===== src/rtl/pipeline_hazard_ctrl.sv =====
// Hazard controller for a 5-stage pipeline: load-use stall, taken-branch flush, multi-cycle multiply freeze.
// Latency: all control outputs are combinational from current state and inputs; state updates on the Clk rising edge.
// Backpressure: stalls upstream by dropping PCWrite/IFID_Write; freezes ID/EX for MUL_LAT cycles on a multiply.
module pipeline_hazard_ctrl #(
   parameter int unsigned MUL_LAT = 4
) (
   input  logic        Clk,
   input  logic        Rst,
   input  logic [4:0]  IFID_rs,
   input  logic [4:0]  IFID_rt,
   input  logic        IDEX_MemRead,
   input  logic [4:0]  IDEX_rt,
   input  logic        Mul_start,
   input  logic        Branch_taken,
   output logic        PCWrite,
   output logic        IFID_Write,
   output logic        IFID_Flush,
   output logic        IDEX_Write,
   output logic        IDEX_Bubble,
   output logic        EXMEM_Bubble,
   output logic        MulBusy,
   output logic [15:0] StallCount
);

   typedef enum logic {RUN, MUL_WAIT} state_t;

   // The Mul_start cycle is the first frozen cycle, so the counter covers the remaining MUL_LAT-1.
   localparam logic [3:0] MUL_LOAD = 4'(MUL_LAT - 1);

   state_t     state;
   state_t     state_nxt;
   logic [3:0] mul_cnt;
   logic [3:0] mul_cnt_nxt;
   logic       load_use;

   // Register zero is never a real destination, so a load to r0 cannot create a hazard.
   assign load_use = IDEX_MemRead && (IDEX_rt != 5'd0) &&
                     ((IDEX_rt == IFID_rs) || (IDEX_rt == IFID_rt));

   // State and multiply counter registers.
   always_ff @(posedge Clk or posedge Rst) begin
      if (Rst) begin
         state   <= RUN;
         mul_cnt <= 4'd0;
      end else begin
         state   <= state_nxt;
         mul_cnt <= mul_cnt_nxt;
      end
   end

   // Next-state and output decode; reset outputs override everything while Rst is high.
   always_comb begin
      state_nxt    = state;
      mul_cnt_nxt  = mul_cnt;
      PCWrite      = 1'b1;
      IFID_Write   = 1'b1;
      IFID_Flush   = 1'b0;
      IDEX_Write   = 1'b1;
      IDEX_Bubble  = 1'b0;
      EXMEM_Bubble = 1'b0;
      MulBusy      = 1'b0;
      if (Rst) begin
         state_nxt    = RUN;
         mul_cnt_nxt  = 4'd0;
         PCWrite      = 1'b0;
         IFID_Write   = 1'b0;
         IFID_Flush   = 1'b1;
         IDEX_Write   = 1'b0;
         IDEX_Bubble  = 1'b1;
         EXMEM_Bubble = 1'b1;
      end else begin
         case (state)
            RUN: begin
               if (Mul_start) begin
                  // Freeze starts immediately, so this cycle already looks like MUL_WAIT.
                  state_nxt    = MUL_WAIT;
                  mul_cnt_nxt  = MUL_LOAD;
                  PCWrite      = 1'b0;
                  IFID_Write   = 1'b0;
                  IDEX_Write   = 1'b0;
                  EXMEM_Bubble = 1'b1;
                  MulBusy      = 1'b1;
               end else if (Branch_taken) begin
                  // Wrong-path instruction in ID is squashed; the stall it might cause is moot.
                  IFID_Flush  = 1'b1;
                  IDEX_Bubble = 1'b1;
               end else if (load_use) begin
                  PCWrite     = 1'b0;
                  IFID_Write  = 1'b0;
                  IDEX_Bubble = 1'b1;
               end
            end
            MUL_WAIT: begin
               PCWrite      = 1'b0;
               IFID_Write   = 1'b0;
               IDEX_Write   = 1'b0;
               EXMEM_Bubble = 1'b1;
               MulBusy      = 1'b1;
               if (mul_cnt <= 4'd1) begin
                  state_nxt   = RUN;
                  mul_cnt_nxt = 4'd0;
               end else begin
                  mul_cnt_nxt = mul_cnt - 4'd1;
               end
            end
            default: begin
               state_nxt   = RUN;
               mul_cnt_nxt = 4'd0;
            end
         endcase
      end
   end

   // Saturating count of cycles in which the PC was held.
   always_ff @(posedge Clk or posedge Rst) begin
      if (Rst) begin
         StallCount <= 16'd0;
      end else if (!PCWrite && (StallCount != 16'hFFFF)) begin
         StallCount <= StallCount + 16'd1;
      end
   end

endmodule


===== config.mk =====
export PLATFORM = sky130hd
export DESIGN_NAME = pipeline_hazard_ctrl
export DESIGN_NICKNAME = d
export VERILOG_FILES = /design/src/rtl/pipeline_hazard_ctrl.sv
export SDC_FILE = /design/constraint.sdc
export NUM_CORES = 1
export LEC_CHECK = 0
export CELL_PAD_IN_SITES_DETAIL_PLACEMENT = 0
export CELL_PAD_IN_SITES_GLOBAL_PLACEMENT = 1
export CORE_MARGIN = 2
export CORE_UTILIZATION = 36
export CTS_CLUSTER_DIAMETER = 150
export DETAILED_ROUTE_END_ITERATION = 10
export PLACE_DENSITY = 0.87
export SLEW_MARGIN = 25
export SYNTH_ARGS = -nofsm -noshare
export SYNTH_HDL_FRONTEND = slang
export SYNTH_SLANG_ARGS = --single-unit

===== constraint.sdc =====
create_clock -name Clk -period 3.4 [get_ports Clk]
set_input_delay 0.68 -clock Clk [delete_from_list [all_inputs] [get_ports Clk]]
set_output_delay 0.68 -clock Clk [all_outputs]
set_load 0.005 [all_outputs]

# ---- Word level (Yosys, flattened, before mapping)
# Cells that the tools add are included.
dict set report totals {
  register_bits 21
  inputBits 20
  out_inout_bits 23
}
dict set report classes {
  add_sub_neg 2
  magnitude_cmp 1
  eq_ne 4
  mux 28
  n_bitwise 1
  reduce_logical 6
}
# operator count
set op_table {}
lappend op_table {{$mux 1} 20}
lappend op_table {{$add 16x1->16 const B} 1}
lappend op_table {{$ne 16x16->1 const B} 1}
lappend op_table {{$mux 4} 3}
lappend op_table {{$eq 5x5->1} 2}
lappend op_table {{$pmux 1 s2} 4}
lappend op_table {{$pmux 4 s2} 1}
lappend op_table {{$reduce_bool 5->1} 1}
lappend op_table {{$le 4x1->1 const B} 1}
lappend op_table {{$sub 4x1->4 const B} 1}
lappend op_table {{$logic_and 1x1->1} 3}
lappend op_table {{$ne 3x3->1 const B} 1}
lappend op_table {{$logic_not 1->1} 1}
lappend op_table {{$logic_or 1x1->1} 1}
lappend op_table {{$not 1->1} 1}

# ---- Longest topological paths before layout
dict set report logic_depth {
  depth_word 10
  ltp_mapped 7
  mapped_depth_nobuf 7
}

# ---- Worst setup path after synthesis
# Ideal clock, no wire load.
dict set report synth_path {
  kind {input -> output}
  start {input Rst}
  end {output PCWrite}
  arrival_time_ns 2.013
  t_required_ns 2.720
  slack_ns 0.707
  stages 5
  path_cell_list {inv_1 -> nand2_1 -> a21oi_4 -> buf_6 -> buf_4}
}
dict set report synth_via {
  elab_chain_len 1
}
# element line_no
set synth_lines {}
lappend synth_lines {{from (decl)} 8} ;# input logic Rst,
lappend synth_lines {{$mux 1} n/a}
lappend synth_lines {{to (decl)} 15} ;# output logic PCWrite,
# No other way between the ends.

# ---- Worst setup path in the final report
dict set report layout_path {
  start {input IDEX_rt[2]}
  end {output IFID_Write}
}
dict set report layout_via {
  elab_chain_len 8
  elab_cells_between_ends 11
  cone_classes {eq/ne (2); mux (5); reduce/logical (4)}
}
# element line_no
set layout_lines {}
lappend layout_lines {{from (decl)} 12} ;# input logic [4:0] IDEX_rt,
lappend layout_lines {{$eq 5x5->1 or $reduce_bool 5->1 (tied branches)} {38, 37}}
lappend layout_lines {{$logic_or 1x1->1 or $logic_and 1x1->1 (tied branches)} {38, 37}}
lappend layout_lines {{$logic_and 1x1->1 *} 37} ;# assign load_use = IDEX_MemRead && (IDEX_rt != 5'd0) &&
lappend layout_lines {{$mux 1 *} 87} ;# end else if (load_use) begin
lappend layout_lines {{$mux 1 *} 83} ;# end else if (Branch_taken) begin
lappend layout_lines {{$mux 1 *} 74} ;# if (Mul_start) begin
lappend layout_lines {{$pmux 1 s2 *} 72} ;# case (state)
lappend layout_lines {{$mux 1 *} 62} ;# if (Rst) begin
lappend layout_lines {{to (decl)} 16} ;# output logic IFID_Write,
# Mark *: on every way between the ends. The rest lies on a longest branch, timed or not.

==> reports/qor.yml <==
status: "complete, no violations"
num_rows: 21
setup_tns_ns: 0
ant_nets: 0
crit_fanout: 3
slew_headroom: 0.601
gp_congestion: 0.735
crit_slowest_cell: "or4_1"
clock_path_buffers: 2
worstRegToRegCells: 6
grt_pass1_wl_mm: 5.04
cpPeakStageDelay_ns: 0.54
endpoint_kind: "output port"
ys_types: 31
power.total_mw: 1.06
drive_above_1_share: 0.0809
cts_tree: "done"
crit_type: "primary input to output port"
r2r_start: "StallCount[0]$_DFFE_PP0P_"
synth-edff-count: 0
worst_r2r_endpoint: "StallCount[13]$_DFFE_PP0P_"
finalNonFillerCells: 219
grt_pass1_vias: 1127
io_buffer_count: 42
drv_slew: 0
regToRegSetupSlack_ns: 1.24
routedWlPerCell_um: 12.5
seq_area_frac_synth: 0.426
synthTopCellsByCount: "dfrtp_1 (21), nand2_1 (15), xor2_1 (14), xnor2_1 (10), nor3_1 (9)"
setup-violations-final: 0
clk_latency_ns: 0.31
grt_util_all_layers: 0.158
syn_area_um2: 1230
cts.hold.buffers_added: 0
worst_ep_required_time_ns: 2.72
fin_worst_skew_ns: 0.00634
die-area_um2: 3920
drc_errors: 0
min_period_ns: 3.29
cap_viol_max_count: 0
grt.overflow.total: 0
postCtsSetupBuffers: 0
dp_cells: 215
start_util: 0.373
dp_hpwl_mm: 2.19
yosysWarnings: 0
antenna_found_initial: 0
rsz0062_at_grt: "false"
htree_levels: 1
fin_nets: 197
p_leak_nw: 0.707
diodes: 0
crit_start: "IDEX_rt[2]"
vias: 1044
area_delta_synth_final_pct: 41.3
clkTransAtPathRegs_ns: 0.11
finalCritPeriodShare: 0.969
yosysTopAreaCell: "dfrtp_1"
yosysTopAreaCellShare: 0.426
hold_violations: 0
path_common_cell: "clkdlybuf4s50_1"
hp-class: "flip-flop to flip-flop"
vdd_drop_max_uv: 330
yosysMostFrequentCell: "dfrtp_1"
drt_first_pass_iters: 4
clock_sinks: 21
grt_max_degree: 23
drt_iter0_drc: 33
dieHeight_um: 62.6
tightestPinTransition_ns: 0.591
syn_area_per_cell_um2: 9.80
io_pins: 43
vias_per_cell: 4.77
cts-root-buf: "clkbuf_4"
critPathLaunchType: "primary input"
yosys-top-cells-area: "dfrtp_1 (43%), xor2_1 (9.9%), xnor2_1 (7.1%)"
synth_ff_type: "dfrtp_1"
cts_resized: 0
power_density_nw_per_um2: 608
ys_seq_elements: 21
coreArea_um2: 3310
crit_end: "IFID_Write"
crit_chain: "clkdlybuf4s50_1 -> or4_1 -> o21ai_2 -> nor2_1 -> a21oi_4 -> clkdlybuf4s50_1"
synthCells: 126
die_x_um: 62.6
max_freq_mhz: 304
syn-num-nets: 149
arrival_ns: 2.61
async_reset_ff_frac: 1.00
whs_ns: 0.500
cts_buffers: 3
wl_mm: 2.73
## registers in the layout, summed over array words and instances (netlist names)
name and flops:
StallCount 16, state 1, mul_cnt 4
## logic make-up (layout without fill, tap and decap cells)
family,count (synthesis),after routing,share of synthesized area
AND/OR/NAND/NOR,57,57,0.251
multiplexers,2,2,0.0243
adder cells (fa/ha/maj),3,3,0.0304
XOR/XNOR,24,24,0.170
buffers and inverters,7,54,0.0314
flip-flops,21,21,0.426
AO/OA/AOI/OAI,12,12,0.0669
## metrics by stage
stage / setup slack, ns / utilization / area, um2
after floorplan: 0.707 / - / 1230
final: 0.105 / 0.527 / 1750
after global placement: 0.113 / 0.519 / 1720
after global routing: 0.0541 / 0.527 / 1750
after CTS: 0.0853 / 0.527 / 1750
after detailed placement: 0.0815 / 0.519 / 1720
## worst min path at each step
stage / startpoint / endpoint / slack (ns) / depth (start not counted)
finish: StallCount[8]$_DFFE_PP0P_ / StallCount[8]$_DFFE_PP0P_ / 0.50 / 1
global route: StallCount[8]$_DFFE_PP0P_ / StallCount[8]$_DFFE_PP0P_ / 0.52 / 1
CTS: StallCount[8]$_DFFE_PP0P_ / StallCount[8]$_DFFE_PP0P_ / 0.50 / 1
detailed placement: StallCount[8]$_DFFE_PP0P_ / StallCount[8]$_DFFE_PP0P_ / 0.48 / 1
global placement: StallCount[8]$_DFFE_PP0P_ / StallCount[8]$_DFFE_PP0P_ / 0.48 / 1
floorplan: mul_cnt[3]$_DFFE_PP0P_ / mul_cnt[3]$_DFFE_PP0P_ / 0.47 / 1
## cell type report
type / count / area [um2]
inverters: 4 / 15.0
fillers: 335 / 1570
flip-flops and latches: 21 / 526
repair buffers: 46 / 450
clock buffers: 4 / 26.3
multi-input cells: 98 / 671
well taps: 46 / 57.6
## metal layers
metal | track usage | part of all wire | up-vias
li1 | - | - | 526
met1 | 0.189 | 0.43 | 500
met2 | 0.289 | 0.54 | 14
met3 | 0.0252 | 0.024 | 4
met4 | 0.0500 | 0.010 | 0
met5 | 0 | 0 | -
## where the power goes
group          leakage [nW]  internal, mW  switching [mW]
sequential            0.244         0.345           0.128
clock                0.0150        0.0459          0.0774
combinational         0.448         0.295           0.171
total                 0.707         0.686           0.376
## critical path, delay by kind of cell
family | cells | cell delay (ns)
buf+inv | 2 | 1.01
compound gates | 2 | 0.31
simple gates | 2 | 0.62
## placed cells by master (no fill, tap or decap), drive strengths merged
cell type      Yosys  routed
and4               2       2
o21ai              7       7
nor3              10      10
nor4               4       4
dfrtp             21      21
nand2             15      15
o22ai              1       1
nand4              3       3
nor3b              1       1
and2               1       1
or4                1       1
o311ai             1       1
clkbuf             0       4
buf                3       4
clkdlybuf4s50      0      42
and3               1       1
nand3              5       5
a21boi             1       1
a21oi              2       2
ha                 3       3
nor2               9       9
nand2b             4       4
nand4b             1       1
xor2              14      14
mux2               2       2
xnor2             10      10
inv                4       4
Power figures use the tool's default switching activity.
